===== config.mk =====
export PLATFORM = sky130hd
export DESIGN_NAME = mem_bist_ctrl_flat
export DESIGN_NICKNAME = d
export VERILOG_FILES = /design/src/rtl/mem_bist_ctrl_pkg.sv /design/src/rtl/mem_bist_ctrl_if.sv /design/src/rtl/mem_bist_ctrl_chk.sv /design/src/rtl/mem_bist_ctrl.sv /design/src/flat_wrapper.sv
export SDC_FILE = /design/constraint.sdc
export NUM_CORES = 1
export LEC_CHECK = 0
export ABC_AREA = 1
export BUFFER_PORTS_ARGS = -buffer_cell sky130_fd_sc_hd__buf_2
export CORE_ASPECT_RATIO = 1.5
export CORE_MARGIN = 1
export CORE_UTILIZATION = 35
export CTS_CLUSTER_SIZE = 24
export DETAILED_ROUTE_END_ITERATION = 8
export GPL_ROUTABILITY_DRIVEN = 0
export HOLD_SLACK_MARGIN = 0.15
export PLACE_DENSITY = 0.59
export SYNTH_ARGS = -nofsm -noshare
export SYNTH_HDL_FRONTEND = slang
export SYNTH_SLANG_ARGS = --single-unit

===== constraint.sdc =====
create_clock -name clk -period 1.64 [get_ports clk]
set_input_delay 0 -clock clk [delete_from_list [all_inputs] [get_ports clk]]
set_output_delay 0 -clock clk [all_outputs]
set_load 0.01 [all_outputs]

===== src/rtl/mem_bist_ctrl_pkg.sv =====
// ----------------------------------------------------------------------------
// mem_bist_pkg
// Purpose : shared types and default sizes for the memory BIST controller.
// Contents: DEF_DW / DEF_AW default RAM data/address widths, state_t enum of
//           the March-style test sequencer.
// ----------------------------------------------------------------------------
package mem_bist_pkg;

  localparam int DEF_DW = 8;
  localparam int DEF_AW = 4;

  typedef enum logic [2:0] {
    IDLE  = 3'd0,
    W0    = 3'd1,
    R1    = 3'd2,
    W1    = 3'd3,
    R2    = 3'd4,
    DRAIN = 3'd5,
    DONE  = 3'd6
  } state_t;

endpackage


===== src/rtl/mem_bist_ctrl_if.sv =====
// ----------------------------------------------------------------------------
// mem_bist_ctrl_if
// Purpose : RAM-side bus between the BIST controller and the RAM under test.
// Signals : we/wr_addr/din  write port (driven by the controller)
//           re/rd_addr      read request (driven by the controller)
//           dout            read data, valid one cycle after re is sampled
// Modports: master = BIST controller, slave = RAM.
// ----------------------------------------------------------------------------
interface mem_bist_ctrl_if
  import mem_bist_pkg::*;
#(
  parameter int DW = DEF_DW,
  parameter int AW = DEF_AW
);

  logic          we;
  logic          re;
  logic [AW-1:0] wr_addr;
  logic [AW-1:0] rd_addr;
  logic [DW-1:0] din;
  logic [DW-1:0] dout;

  modport master (
    output we, re, wr_addr, rd_addr, din,
    input  dout
  );

  modport slave (
    input  we, re, wr_addr, rd_addr, din,
    output dout
  );

endinterface


===== src/rtl/mem_bist_ctrl_chk.sv =====
// ----------------------------------------------------------------------------
// mem_bist_chk
// Purpose : read-compare pipeline of the BIST. Captures the expected data and
//           address alongside each read request, compares against RAM data
//           one cycle later, counts mismatches and records the first failing
//           address.
// Ports   : clk, rst (async, active-low)
//           i_clear        start of a new test: clears all results
//           i_re/i_rd_addr/i_exp  read request issued this cycle + expectation
//           i_dout         RAM read data
//           o_err_count    mismatch count (saturating)
//           o_fail_addr    address of first mismatch, 0 if none
//           o_clean        no mismatch so far including the compare this cycle
// ----------------------------------------------------------------------------
module mem_bist_chk
  import mem_bist_pkg::*;
#(
  parameter int DW = DEF_DW,
  parameter int AW = DEF_AW
) (
  input  logic          clk,
  input  logic          rst,
  input  logic          i_clear,
  input  logic          i_re,
  input  logic [AW-1:0] i_rd_addr,
  input  logic [DW-1:0] i_exp,
  input  logic [DW-1:0] i_dout,
  output logic [AW+1:0] o_err_count,
  output logic [AW-1:0] o_fail_addr,
  output logic          o_clean
);

  // Two read passes over the whole array bound the count.
  localparam logic [AW+1:0] ERR_MAX = (AW+2)'(2 ** (AW + 1));

  logic          r_exp_vld;
  logic [DW-1:0] r_exp;
  logic [AW-1:0] r_exp_addr;
  logic [AW+1:0] r_err_count;
  logic [AW-1:0] r_fail_addr;
  logic          r_failed;
  logic          w_mismatch;

  assign w_mismatch  = r_exp_vld && (i_dout != r_exp);
  // Lets the controller latch pass on the same edge as the final compare.
  assign o_clean     = (r_err_count == '0) && !w_mismatch;
  assign o_err_count = r_err_count;
  assign o_fail_addr = r_fail_addr;

  always_ff @(posedge clk or negedge rst) begin
    if (!rst) begin
      r_exp_vld   <= 1'b0;
      r_exp       <= '0;
      r_exp_addr  <= '0;
      r_err_count <= '0;
      r_fail_addr <= '0;
      r_failed    <= 1'b0;
    end else if (i_clear) begin
      r_exp_vld   <= 1'b0;
      r_exp       <= '0;
      r_exp_addr  <= '0;
      r_err_count <= '0;
      r_fail_addr <= '0;
      r_failed    <= 1'b0;
    end else begin
      r_exp_vld  <= i_re;
      r_exp      <= i_exp;
      r_exp_addr <= i_rd_addr;
      if (w_mismatch) begin
        if (r_err_count != ERR_MAX) begin
          r_err_count <= r_err_count + 1'b1;
        end
        if (!r_failed) begin
          r_failed    <= 1'b1;
          r_fail_addr <= r_exp_addr;
        end
      end
    end
  end

endmodule


===== src/rtl/mem_bist_ctrl.sv =====
// ----------------------------------------------------------------------------
// mem_bist_ctrl
// Purpose : March-style RAM self test. Writes background P ascending, then
//           ascending read-P / write-~P pairs, then descending read-~P, and
//           reports mismatch count, first failing address and pass/fail.
// Ports   : clk, rst (async, active-low)
//           start/pattern   one-cycle test request, background data
//           ram             RAM bus (mem_bist_ctrl_if master)
//           busy/done/pass  status; done is a one-cycle pulse
//           err_count/fail_addr  results of the current/last test
// ----------------------------------------------------------------------------
module mem_bist_ctrl
  import mem_bist_pkg::*;
#(
  parameter int DW = DEF_DW,
  parameter int AW = DEF_AW
) (
  input  logic                 clk,
  input  logic                 rst,
  input  logic                 start,
  input  logic [DW-1:0]        pattern,
  mem_bist_ctrl_if.master      ram,
  output logic                 busy,
  output logic                 done,
  output logic                 pass,
  output logic [AW+1:0]        err_count,
  output logic [AW-1:0]        fail_addr
);

  localparam logic [AW-1:0] ADDR_MAX = {AW{1'b1}};

  state_t        r_state;
  logic [DW-1:0] r_pat;
  logic [AW-1:0] r_addr;
  logic          r_we;
  logic          r_re;
  logic [AW-1:0] r_wr_addr;
  logic [AW-1:0] r_rd_addr;
  logic [DW-1:0] r_din;
  logic [DW-1:0] r_exp;
  logic          r_busy;
  logic          r_done;
  logic          r_pass;
  logic          w_clear;
  logic          w_clean;

  assign w_clear = (r_state == IDLE) && start;

  // All RAM-side and status outputs come straight from registers; the
  // per-state defaults below keep the bus at 0 whenever it is inactive.
  always_ff @(posedge clk or negedge rst) begin
    if (!rst) begin
      r_state   <= IDLE;
      r_pat     <= '0;
      r_addr    <= '0;
      r_we      <= 1'b0;
      r_re      <= 1'b0;
      r_wr_addr <= '0;
      r_rd_addr <= '0;
      r_din     <= '0;
      r_exp     <= '0;
      r_busy    <= 1'b0;
      r_done    <= 1'b0;
      r_pass    <= 1'b0;
    end else begin
      r_we      <= 1'b0;
      r_re      <= 1'b0;
      r_wr_addr <= '0;
      r_rd_addr <= '0;
      r_din     <= '0;
      r_exp     <= '0;
      r_done    <= 1'b0;
      case (r_state)
        IDLE: begin
          if (start) begin
            r_state   <= W0;
            r_pat     <= pattern;
            r_pass    <= 1'b0;
            r_busy    <= 1'b1;
            r_addr    <= '0;
            r_we      <= 1'b1;
            r_din     <= pattern;
          end
        end
        W0: begin
          if (r_addr == ADDR_MAX) begin
            r_state <= R1;
            r_addr  <= '0;
            r_re    <= 1'b1;
            r_exp   <= r_pat;
          end else begin
            r_addr    <= r_addr + 1'b1;
            r_we      <= 1'b1;
            r_wr_addr <= r_addr + 1'b1;
            r_din     <= r_pat;
          end
        end
        R1: begin
          r_state   <= W1;
          r_we      <= 1'b1;
          r_wr_addr <= r_addr;
          r_din     <= ~r_pat;
        end
        W1: begin
          if (r_addr == ADDR_MAX) begin
            r_state   <= R2;
            r_re      <= 1'b1;
            r_rd_addr <= ADDR_MAX;
            r_exp     <= ~r_pat;
          end else begin
            r_state   <= R1;
            r_addr    <= r_addr + 1'b1;
            r_re      <= 1'b1;
            r_rd_addr <= r_addr + 1'b1;
            r_exp     <= r_pat;
          end
        end
        R2: begin
          if (r_addr == '0) begin
            r_state <= DRAIN;
          end else begin
            r_addr    <= r_addr - 1'b1;
            r_re      <= 1'b1;
            r_rd_addr <= r_addr - 1'b1;
            r_exp     <= ~r_pat;
          end
        end
        DRAIN: begin
          // The last read is compared on this edge, so use the look-ahead.
          r_state <= DONE;
          r_done  <= 1'b1;
          r_busy  <= 1'b0;
          r_pass  <= w_clean;
        end
        DONE: begin
          r_state <= IDLE;
        end
        default: begin
          r_state <= IDLE;
        end
      endcase
    end
  end

  mem_bist_chk #(
    .DW (DW),
    .AW (AW)
  ) u_chk (
    .clk         (clk),
    .rst         (rst),
    .i_clear     (w_clear),
    .i_re        (r_re),
    .i_rd_addr   (r_rd_addr),
    .i_exp       (r_exp),
    .i_dout      (ram.dout),
    .o_err_count (err_count),
    .o_fail_addr (fail_addr),
    .o_clean     (w_clean)
  );

  assign ram.we      = r_we;
  assign ram.re      = r_re;
  assign ram.wr_addr = r_wr_addr;
  assign ram.rd_addr = r_rd_addr;
  assign ram.din     = r_din;
  assign busy        = r_busy;
  assign done        = r_done;
  assign pass        = r_pass;

endmodule


===== src/flat_wrapper.sv =====
// flat-port wrapper written by rule: the top's interface ports become plain ports
module mem_bist_ctrl_flat import mem_bist_pkg::*;
#(
  parameter int DW = DEF_DW,
  parameter int AW = DEF_AW
)
  (clk, rst, start, pattern, busy, done, pass, err_count, fail_addr, ram_we, ram_re, ram_wr_addr, ram_rd_addr, ram_din, ram_dout);
  mem_bist_ctrl_if #(.DW(DW), .AW(AW)) ram_i ();
  input  logic clk;
  input  logic rst;
  input  logic start;
  input  logic [DW-1:0] pattern;
  output logic busy;
  output logic done;
  output logic pass;
  output logic [AW+1:0] err_count;
  output logic [AW-1:0] fail_addr;
  output wire logic [$bits(ram_i.we)-1:0] ram_we;
  output wire logic [$bits(ram_i.re)-1:0] ram_re;
  output wire logic [$bits(ram_i.wr_addr)-1:0] ram_wr_addr;
  output wire logic [$bits(ram_i.rd_addr)-1:0] ram_rd_addr;
  output wire logic [$bits(ram_i.din)-1:0] ram_din;
  input wire logic [$bits(ram_i.dout)-1:0] ram_dout;
  assign ram_we = ram_i.we;
  assign ram_re = ram_i.re;
  assign ram_wr_addr = ram_i.wr_addr;
  assign ram_rd_addr = ram_i.rd_addr;
  assign ram_din = ram_i.din;
  assign ram_i.dout = ram_dout;
  mem_bist_ctrl #(.DW(DW), .AW(AW)) u_core (.clk(clk), .rst(rst), .start(start), .pattern(pattern), .ram(ram_i), .busy(busy), .done(done), .pass(pass), .err_count(err_count), .fail_addr(fail_addr));
endmodule

==> results of run 1 <==
-- state kept, by name (all words and copies together), names as in the netlist, 3 cells and up --
| signal | cells |
|---|---|
| u_core.r_addr | 4 |
| u_core.r_exp | 8 |
| u_core.r_pat | 8 |
| u_core.r_state | 3 |
| u_core.ram.din | 8 |
| u_core.ram.rd_addr | 4 |
| u_core.ram.wr_addr | 4 |
| u_core.u_chk.o_err_count | 6 |
| u_core.u_chk.o_fail_addr | 4 |
| u_core.u_chk.r_exp | 8 |
| u_core.u_chk.r_exp_addr | 4 |
-- synthesized netlist by cell type --
cell type	number	share of area (%)
o31ai_1	1	0.23
nand2_4	2	0.68
nand4_1	1	0.19
xnor2_1	3	0.80
ha_1	21	8.0
nor2_2	5	0.95
nor2_1	14	1.6
a22oi_1	1	0.23
buf_2	6	0.91
or2_1	1	0.19
nand3_4	1	0.53
o21ai_2	1	0.27
a211oi_1	1	0.23
inv_2	7	0.80
nand3_1	23	3.5
nand2_2	3	0.57
buf_4	1	0.23
nand3_2	1	0.30
xor2_1	7	1.9
nand2_1	116	13
buf_6	1	0.34
inv_1	45	5.1
o221ai_1	7	1.9
nor2_4	1	0.34
nor3_1	2	0.30
o211ai_1	9	2.0
o21ai_1	3	0.45
a21oi_1	3	0.45
o21ai_0	15	2.3
o22ai_1	1	0.19
dfrtp_1	68	51
-- final timing paths --
| kind | startpoint | to | slack [ns] | depth (start not counted) |
|---|---|---|---|---|
| max | u_core.r_addr[1]$_DFFE_PN0P_ | u_core.r_exp[3]$_DFF_PN0_ | 0.11 | 5 |
| min | rst | u_core.u_chk.o_fail_addr[0]$_DFFE_PN0P_ | 0.22 | 3 |
| max reg2reg | u_core.r_addr[1]$_DFFE_PN0P_ | u_core.r_exp[3]$_DFF_PN0_ | 0.11 | 5 |
| min reg2reg | u_core.r_exp[7]$_DFF_PN0_ | u_core.u_chk.r_exp[7]$_DFF_PN0_ | 0.43 | 2 |
| max in group asynchronous | rst | u_core.ram.din[1]$_DFF_PN0_ | 1.13 | 3 |
| min in group clk | ram_dout[3] | u_core.u_chk.r_failed$_DFFE_PN0P_ | 0.29 | 7 |
-- stage by stage --
step | instances | power [W] | hold WS [ns] | cell area (um^2) | util, %
floorplan | 371 | 0.00210 | -0.296 | 3300 | -
global placement | 534 | 0.00226 | 0.0450 | 3740 | 40.7
detailed placement | 534 | 0.00228 | 0.0538 | 3740 | 40.7
CTS | 559 | 0.00426 | 0.238 | 4150 | 45.1
global route | 559 | 0.00440 | 0.288 | 4170 | 45.3
finish | 559 | 0.00421 | 0.217 | 4170 | 45.3
-- critical path: cells and delay by family, from the launching register on --
| family | cells | cell delay [ns] |
|---|---|---|
| flops | 1 | 0.40 |
| simple gates | 1 | 0.09 |
| buf+inv | 1 | 0.20 |
| compound gates | 1 | 0.21 |
| fa+ha+maj | 2 | 0.53 |
-- power breakdown --
group | internal (W) | switching [W]
clock network | 0.00129 | 0.000650
logic | 0.000187 | 0.000235
registers | 0.00175 | 0.0000907
total | 0.00323 | 0.000976
-- placed cells by master, fill, tap and decap left out, drive strengths merged --
cell	n
nand2	121
dfrtp	68
buf	59
inv	52
nand3	25
ha	21
nor2	20
o21ai	19
clkbuf	14
dlygate4sd3	10
o211ai	9
o221ai	7
xor2	7
xnor2	3
a21oi	3
nor3	2
a22oi	1
o22ai	1
a211oi	1
o31ai	1
nand4	1
or2	1
bufinv	1
-- timing repair --
item,4_1_cts,5_1_grt
hold buffers,10,0
endpoints found under the hold margin,92,0
resized for setup,0,7
endpoints found under the setup margin,0,14
-- cell type report --
class / count / area [um^2]
inverter: 52 / 195
timing repair buffer: 69 / 445
sequential: 68 / 1700
fill: 897 / 5030
tap: 112 / 140
clock buffer: 14 / 274
clock inverter: 1 / 30.0
multi-input combinational: 243 / 1380
-- per-layer routing --
| layer | share of wire (%) | up-vias | global-route usage (%) | wire length, um |
|---|---|---|---|---|
| met5 | 0 | - | 0 | 0 |
| met4 | 2.6 | 0 | 8.82 | 177 |
| met3 | 3.1 | 14 | 3.31 | 210 |
| met2 | 52 | 44 | 26.6 | 3580 |
| met1 | 42 | 1224 | 17.6 | 2850 |
| li1 | - | 1330 | - | - |
-- logic make-up after synthesis --
group           Yosys count  share of synthesized area, %
buf+inv                  60                          7.38
xor+xnor                 10                          2.65
flops                    68                          51.5
fa+ha+maj                21                          7.95
simple gates            170                          22.3
compound gates           42                          8.22
==> summary.txt, run 1 <==
Clock tree
  – Longest Clk Path Bufs: 2
  – H-Tree Depth: 3
  – CTS tree: built
  – Cts bufs inserted: 9
  – CTS root buf: clkbuf_16
  – Worst-Skew Late Latency: 0.33 ns
  – Clk sinks: 68
  – Worst-path clk slew: 0.05 ns
  – Postcts setup bufs: 0

STA
  – Max Transition Viols Final: 0
  – Max Freq: 0.654 GHz
  – Unrepaired setup endpoints after global routing: true
  – Setup slack after layout: 0.112 ns
  – Clock Skews: 0.00381 ns
  – Period Utilization, post-route: 93.2%
  – Setup TNS: 0 ns
  – Slew headroom: 76.0%
  – Worst-Margin Slew: 0.359 ns
  – Final Setup Violations: 0
  – Final Hold Viols: 0
  – Min cycle time layout: 1.53 ns

Cells and area
  – Share of cells above drive strength 1: 21.9%
  – Nets@finish: 483
  – ANT cells: 0
  – Area Growth Syn to Fin: 26.1%

Global routing
  – Initial antenna violation count: 0
  – Vias in the first global route: 2567
  – GR Overflow Total: 0
  – Largest net degree at the start of global routing: 69
  – GRT Util Overall: 15.6%
  – First-pass GRT wire length: 11500 um

Place
  – Port-buffer cells: 49
  – DP Worst Slack: 0.0447 ns
  – Placed wire-length estimate: 4880 um

Critical path
  – CP cell instances: ha_2 -> nand3_4 -> buf_4 -> ha_1 -> o221ai_1
  – Worst path arrival time: 1.76 ns
  – Crit-path max cell delay: 0.40 ns
  – Worst Setup End Kind: register
  – Required @ worst endpoint: 1.87 ns
  – Maximum fanout along the worst path: 10
  – Worst Setup Path Type: register to register
  – Worst setup SP type: register
  – Slowest cell on crit path: dfrtp_1

Floorplanning
  – Die Wd: 81.3 um
  – I/O pin count: 50
  – Row Count: 43
  – Initial Util: 35.9%
  – Die area: 9840 um^2
  – Core area: 9200 um^2
  – Die height: 121 um

Flow run
  – Max cap viols: 0

Routing
  – Final wirelength: 6820 um
  – WL/cell: 12.2 um
  – Vias per inst: 4.67
  – Antenna Violating Nets Remaining: 0
  – # DRC: 0
  – Vias: 2612
  – 1st-pass router iterations: 4
  – Iter 0 DRT Violations: 124

Logic synthesis
  – Syn nets: 411
  – Ys Warns: 0
  – Distinct cells, synth: 31
  – Flops & latches, synth: 68
  – Sequential share of the synthesized area: 51.5%
  – Mapped cell area: 3300 um^2
  – Post-Synthesis Cells: 371
  – Mean Syn Cell Area: 8.91 um^2

Pwr
  – Leakage: 2.26 nW
  – Worst VDD drop: 0.571 mV
  – Pwr Density: 1010 nW/um^2

Min path
  – Hold Path Class: input pin to async pin

Outcome
  – Status: completed
Power figures use the tool's default switching activity.
==> run 2: changes to the inputs <==
- PLACE_DENSITY: 0.59 -> 0.57
- SYNTH_HIERARCHICAL: default -> 1
- clock period: 1.64 -> 1.52 ns (I/O delays scaled with it)
==> summary.txt, run 2 <==
Outcome
  – Status: completed

Logic synthesis
  – Asr flop ratio synth: 100% (unchanged)
  – Sequential share of the synthesized area: 49.8% (-1.7 points)
  – Distinct cells, synth: 29 (-6.5%)
  – Mapped cell area: 3420 um^2 (+3.5%)
  – Synth area leaders: dfrtp_1 (50%), nand2_1 (13%), ha_1 (7.7%), inv_1 (4.5%), nand3_1 (3.5%)
  – Most frequent cell after synthesis: nand2_1
  – Post-synth EDFFs: 0 (unchanged)
  – Syn nets: 434 (+5.6%)
  – Ys Warns: 6 (+6)
  – Mean Syn Cell Area: 8.68 um^2 (-2.6%)
  – Post-Synthesis Cells: 394 (+6.2%)
  – Largest area contributor in the netlist: dfrtp_1
  – Flops & latches, synth: 68 (unchanged)
  – Most common flop cell mapped by yosys: dfrtp_1
  – Post-synth top area share: 49.8% (-1.7 points)
  – Synth cell count leaders: nand2_1 (121), dfrtp_1 (68), inv_1 (41)

Pwr
  – Clock power frac: 45.3% (-0.9 points)
  – Pwr Density: 1040 nW/um^2 (+2.5%)
  – Switch share: 26.3% (+3.1 points)
  – Sequential power share: 42.9% (-0.9 points)
  – Worst VDD drop: 0.741 mV (+30%)
  – P_int: 0.00338 W (+4.7%)
  – Combinational share of power: 11.9% (+1.9 points)
  – Leakage: 2.41 nW (+6.4%)
  – Net switching power figure: 0.00121 W (+24%)

Routing
  – Vias: 2801 (+7.2%)
  – # DRC: 0 (unchanged)
  – Antenna Violating Nets Remaining: 0 (unchanged)
  – Iter 0 DRT Violations: 106 (-15%)
  – WL/cell: 12.6 um (+3.6%)
  – 1st-pass router iterations: 4 (unchanged)
  – Vias per inst: 4.70 (+0.58%)
  – Final wirelength: 7540 um (+10%)

Clock tree
  – H-Tree Depth: 3 (unchanged)
  – Clk sinks: 68 (unchanged)
  – Longest Clk Path Bufs: 2 (unchanged)
  – Cts bufs inserted: 9 (unchanged)
  – Worst-Skew Late Latency: 0.34 ns (about the same)
  – Worst-path clk slew: 0.06 ns (about the same)
  – CTS root buf: clkbuf_16
  – CTS tree: built

STA
  – Setup slack after layout: 0.0671 ns (-0.0446 ns)
  – Worst-Margin Slew: 0.372 ns (+0.0129 ns)
  – Max Freq: 0.688 GHz (+5.2%)
  – Slew headroom: 75.2% (-0.86 points)
  – Period Utilization, post-route: 95.6% (+2.4 points)
  – Final Setup Violations: 0 (unchanged)
  – Min cycle time layout: 1.45 ns (-0.0754 ns)
  – Max Transition Viols Final: 0 (unchanged)
  – Final Hold Viols: 0 (unchanged)
  – Setup TNS: 0 ns (unchanged)
  – Unrepaired setup endpoints after global routing: true
  – Clock Skews: 0.00598 ns (+0.00217 ns)

Floorplanning
  – Die area: 10200 um^2 (+3.4%)
  – Die Wd: 82.7 um (+1.7%)
  – Die height: 123 um (+1.7%)
  – Initial Util: 36.5% (+0.61 points)
  – Row Count: 43 (unchanged)
  – I/O pin count: 50 (unchanged)
  – Core area: 9360 um^2 (+1.8%)

Place
  – Port-buffer cells: 49 (unchanged)
  – Placed wire-length estimate: 5330 um (+9.4%)
  – DP Worst Slack: -0.0344 ns (-0.0791 ns)

Critical path
  – Worst Setup Path Type: register to register
  – Worst Setup End Kind: register
  – Required @ worst endpoint: 1.77 ns (-0.10 ns)
  – Worst setup SP type: register
  – Maximum fanout along the worst path: 10 (unchanged)
  – Worst path arrival time: 1.70 ns (-0.06 ns)

Cells and area
  – Nets@finish: 519 (+7.5%)
  – ANT cells: 0 (unchanged)
  – Commonest cells after routing, fill and taps aside: nand2_1 (120), dfrtp_1 (68), buf_2 (49)
  – Most common cell after layout, fill and taps aside: nand2_1
  – Share of cells above drive strength 1: 27.1% (+5.1 points)
  – Area Growth Syn to Fin: 29.7%

Global routing
  – Busiest grt layer: met2
  – First-pass GRT wire length: 12500 um (+8.6%)
  – Met1 Usage GRT: 17.7% (+0.034 points)
  – GRT Util Overall: 16.7% (+1.1 points)
  – GR Overflow Total: 0 (unchanged)
  – Met2 Use GR: 30.2% (+3.7 points)
  – Largest net degree at the start of global routing: 69 (unchanged)
  – Routing usage on met3: 4.35% (+1.0 points)
  – Vias in the first global route: 2742 (+6.8%)
  – Initial antenna violation count: 0 (unchanged)

Min path
  – Hold Path Class: input pin to async pin

Flow run
  – Max cap viols: 0 (unchanged)
-- run 2: layout make-up --
class	count	area, um^2
fillers	930	4930
flip-flops and latches	68	1700
multi-input cells	265	1520
repair buffers	82	563
clock buffers	9	225
inverters	53	206
well taps	112	140
clock inverters	7	76.3
-- run 2: power groups by stage --
stage	Sequential, W	Combinational [W]	Clock, W
floorplan	0.00203	0.000267	0
global placement	0.00200	0.000526	0
detailed placement	0.00200	0.000531	0
CTS	0.00197	0.000551	0.00214
global route	0.00198	0.000640	0.00220
finish	0.00197	0.000545	0.00208
-- run 2: metrics by stage --
stage / cell area (um^2) / utilization, % / cells / hold slack, ns / power [W]
2_1_floorplan: 3430 / - / 394 / -0.296 / 0.00230
3_3_place_gp: 3950 / 42.2 / 566 / 0.0519 / 0.00252
3_5_place_dp: 3950 / 42.2 / 566 / 0.0564 / 0.00253
4_1_cts: 4370 / 46.6 / 593 / 0.234 / 0.00466
5_1_grt: 4440 / 47.4 / 596 / 0.248 / 0.00483
6_report: 4440 / 47.4 / 596 / 0.200 / 0.00459
-- run 2: metal layers --
| layer | part of all wire (%) | vias to the layer above |
|---|---|---|
| met4 | 2.1 | 0 |
| li1 | - | 1424 |
| met3 | 3.7 | 11 |
| met2 | 54 | 47 |
| met5 | 0 | - |
| met1 | 41 | 1319 |
-- run 2: worst paths after layout --
check	from	end	slack, ns	cells past startpoint
max in group asynchronous	rst	u_core/u_chk/o_err_count[1]$_DFFE_PN0P_	1.01	3
min in group clk	ram_dout[2]	u_core/pass$_DFFE_PN0P_	0.23	8
max	u_core/r_addr[0]$_DFFE_PN0P_	u_core/r_exp[3]$_DFF_PN0_	0.07	6
min	rst	u_core/u_chk/r_exp[1]$_DFF_PN0_	0.20	3
max reg2reg	u_core/r_addr[0]$_DFFE_PN0P_	u_core/r_exp[3]$_DFF_PN0_	0.07	6
min reg2reg	u_core/r_exp[4]$_DFF_PN0_	u_core/u_chk/r_exp[4]$_DFF_PN0_	0.46	2
-- run 2: cells by family (layout without fill, tap and decap cells) --
kind of cell	Yosys count	in the layout	synth area share, %
flops	68	68	49.8
buf+inv	61	151	6.95
simple gates	202	202	27.3
fa+ha+maj	21	21	7.68
compound gates	37	37	7.03
xor+xnor	5	5	1.28
-- run 2: critical path, stage by stage, from the launching register on --
cell      delay, ns
dfrtp_1        0.37
ha_2           0.21
nand2_2        0.07
nor2_4         0.15
inv_4          0.09
ha_1           0.28
o221ai_1       0.20
-- run 2: repair_timing --
item                                    CTS  global route
resized for setup                         2            13
buffers inserted                          1             3
pin swaps                                 2             3
endpoints found under the hold margin    87             0
endpoints found under the setup margin    1            20
hold buffers                             10             0
==> run 3: changes to the inputs <==
- clock period: 1.52 -> 1.8 ns (I/O delays scaled with it)
==> summary.txt, run 3 (synthesis results as in run 2) <==
Outcome
  – Status: completed

Flow run
  – Max cap viols: 0 (unchanged)

Pwr
  – Clock power frac: 41.9% (-3.4 points)
  – Worst VDD drop: 0.581 mV (-22%)
  – Pwr Total: 0.00361 W (-21%)
  – Combinational share of power: 11.6% (-0.3 points)
  – Pwr Density: 857 nW/um^2 (-17%)
  – Switch share: 25.1% (-1.3 points)
  – Leakage: 2.31 nW (-4.1%)
  – P_int: 0.00271 W (-20%)
  – Net switching power figure: 0.000904 W (-25%)
  – Sequential power share: 46.5% (+3.6 points)

STA
  – Unrepaired setup endpoints after global routing: false
  – Setup TNS: 0 ns (unchanged)
  – Final Hold Viols: 0 (unchanged)
  – Max Transition Viols Final: 0 (unchanged)
  – Period Utilization, post-route: 93.3% (-2.3 points)
  – Worst-Margin Slew: 0.553 ns (+0.181 ns)
  – Clock Skews: 0.00478 ns (-0.00120 ns)
  – Min cycle time layout: 1.68 ns (+0.226 ns)
  – Slew headroom: 63.0% (-12 points)
  – Final Setup Violations: 0 (unchanged)
  – Max Freq: 0.595 GHz (-13%)

Floorplanning
  – Core area: 9360 um^2 (unchanged)
  – Die height: 123 um (unchanged)
  – I/O pin count: 50 (unchanged)
  – Die area: 10200 um^2 (unchanged)
  – Initial Util: 36.5% (unchanged)
  – Die Wd: 82.7 um (unchanged)
  – Row Count: 43 (unchanged)

Critical path
  – Worst Setup Path Type: register to register
  – Worst path arrival time: 1.91 ns (+0.21 ns)
  – Worst setup SP type: register
  – Worst Reg-to-Reg Cells: 6 (unchanged)
  – Required @ worst endpoint: 2.03 ns (+0.26 ns)
  – Worst Setup End Kind: register
  – Flop2flop setup slack: 0.12 ns (+0.05 ns)
  – CP Launch Point: u_core/r_addr[1]$_DFFE_PN0P_
  – Top delay family on crit path: adder cells
  – Bufs and invs on worst path: 1 (unchanged)
  – CP cell instances: ha_2 -> nand2_1 -> nor2_4 -> clkinvlp_4 -> ha_1 -> o221ai_1
  – Worst R2R End: u_core/r_exp[1]$_DFF_PN0_
  – R2r startpoint: u_core/r_addr[1]$_DFFE_PN0P_
  – Maximum fanout along the worst path: 5 (-5)
  – Slowest cell on crit path: dfrtp_2
  – Crit-path max cell delay: 0.38 ns (about the same)

Cells and area
  – ANT cells: 0 (unchanged)
  – Post-route cell area: 4210 um^2 (-5.1%)
  – Share of cells above drive strength 1: 22.4% (-4.7 points)
  – Fillers: 937 (+0.75%)
  – Most common cell after layout, fill and taps aside: nand2_1
  – Commonest cells after routing, fill and taps aside: nand2_1 (121), dfrtp_1 (67), buf_2 (49)
  – Final std cells w/o fill: 577 (-3.2%)
  – Util after Layout: 45.0% (-2.4 points)
  – Nets@finish: 504 (-2.9%)
  – Area Growth Syn to Fin: 23.1%

Global routing
  – GRT Util Overall: 15.9% (-0.80 points)
  – Largest net degree at the start of global routing: 69 (unchanged)
  – Vias in the first global route: 2555 (-6.8%)
  – Initial antenna violation count: 0 (unchanged)
  – First-pass GRT wire length: 12000 um (-4.2%)
  – GR Overflow Total: 0 (unchanged)

Min path
  – Hold Path Class: input pin to async pin

Routing
  – Iter 0 DRT Violations: 150 (+42%)
  – Vias: 2748 (-1.9%)
  – # DRC: 0 (unchanged)
  – 1st-pass router iterations: 4 (unchanged)
  – Antenna Violating Nets Remaining: 0 (unchanged)
  – Final wirelength: 7290 um (-3.3%)
  – WL/cell: 12.6 um (-0.11%)
  – Vias per inst: 4.76 (+1.3%)

Clock tree
  – Worst-Skew Late Latency: 0.33 ns (about the same)
  – CTS tree: built
  – Cts bufs inserted: 9 (unchanged)
  – Clk sinks: 68 (unchanged)
  – Longest Clk Path Bufs: 2 (unchanged)
  – CTS root buf: clkbuf_16
  – Worst-path clk slew: 0.05 ns (about the same)
  – H-Tree Depth: 3 (unchanged)

Place
  – Placed wire-length estimate: 4990 um (-6.5%)
  – Port-buffer cells: 49 (unchanged)
  – Dpl cell area: 3840 um^2 (-3.0%)
  – DP Cell Count: 553 (-2.3%)
## run 3: changes by cell type in the layout (fill, tap and decap cells not counted), moves of 2 or more
cell	before	now
buf_4	18	5
clkinvlp_4	5	2
inv_1	37	40
inv_4	3	0
buf_6	2	0
clkbuf_1	0	2
ha_1	18	20
## run 3: stage by stage
| stage | hold WS (ns) | setup WS [ns] |
|---|---|---|
| 6_report | 0.223 | 0.121 |
| 2_1_floorplan | -0.296 | 0.0954 |
| 3_3_place_gp | 0.0463 | 0.114 |
| 3_5_place_dp | 0.0575 | 0.0503 |
| 5_1_grt | 0.269 | 0.0102 |
| 4_1_cts | 0.241 | 0.0432 |
## run 3: tightest hold or removal path: stages
cell           delay, ns
dlygate4sd3_1       0.52
buf_2               0.12
buf_12              0.30
## run 3: timing repair
| item | 4_1_cts | 5_1_grt |
|---|---|---|
| gates resized for setup | 0 | 5 |
| buffers inserted | 0 | 1 |
| endpoints found under the hold margin | 86 | 0 |
| hold buffers | 10 | 0 |
| endpoints found under the setup margin | 0 | 11 |
## run 3: how the worst max path moves through the flow
| stage | cells after the start | endpoint |
|---|---|---|
| after floorplan | 6 | u_core/r_exp[0]$_DFF_PN0_ |
| after global placement | 6 | u_core/r_exp[5]$_DFF_PN0_ |
| after detailed placement | 6 | u_core/r_exp[1]$_DFF_PN0_ |
| after CTS | 6 | u_core/r_exp[1]$_DFF_PN0_ |
| after global routing | 6 | u_core/r_exp[1]$_DFF_PN0_ |
| final | 6 | u_core/r_exp[1]$_DFF_PN0_ |
## run 3: power groups by stage
stage          logic (W)  clock network, W  registers (W)
3_5_place_dp    0.000404                 0        0.00170
5_1_grt         0.000484           0.00161        0.00169
3_3_place_gp    0.000401                 0        0.00170
2_1_floorplan   0.000225                 0        0.00172
4_1_cts         0.000423           0.00156        0.00168
6_report        0.000420           0.00151        0.00168
## run 3: layer usage
metal	wire length, um	track usage [%]	up-vias
met4	151	8.84	0
met3	231	2.95	9
met2	3830	25.9	53
met1	3070	19.4	1299
met5	0	0	-
li1	-	-	1387
## run 3: cell type report
cell class	count	area, um^2	area share, %
flip-flops and latches	68	1700	40.4
multi-input cells	265	1490	35.3
repair buffers	66	423	10.0
clock buffers	12	246	5.85
inverters	53	203	4.81
well taps	112	140	3.33
repair inverters	1	7.51	0.178
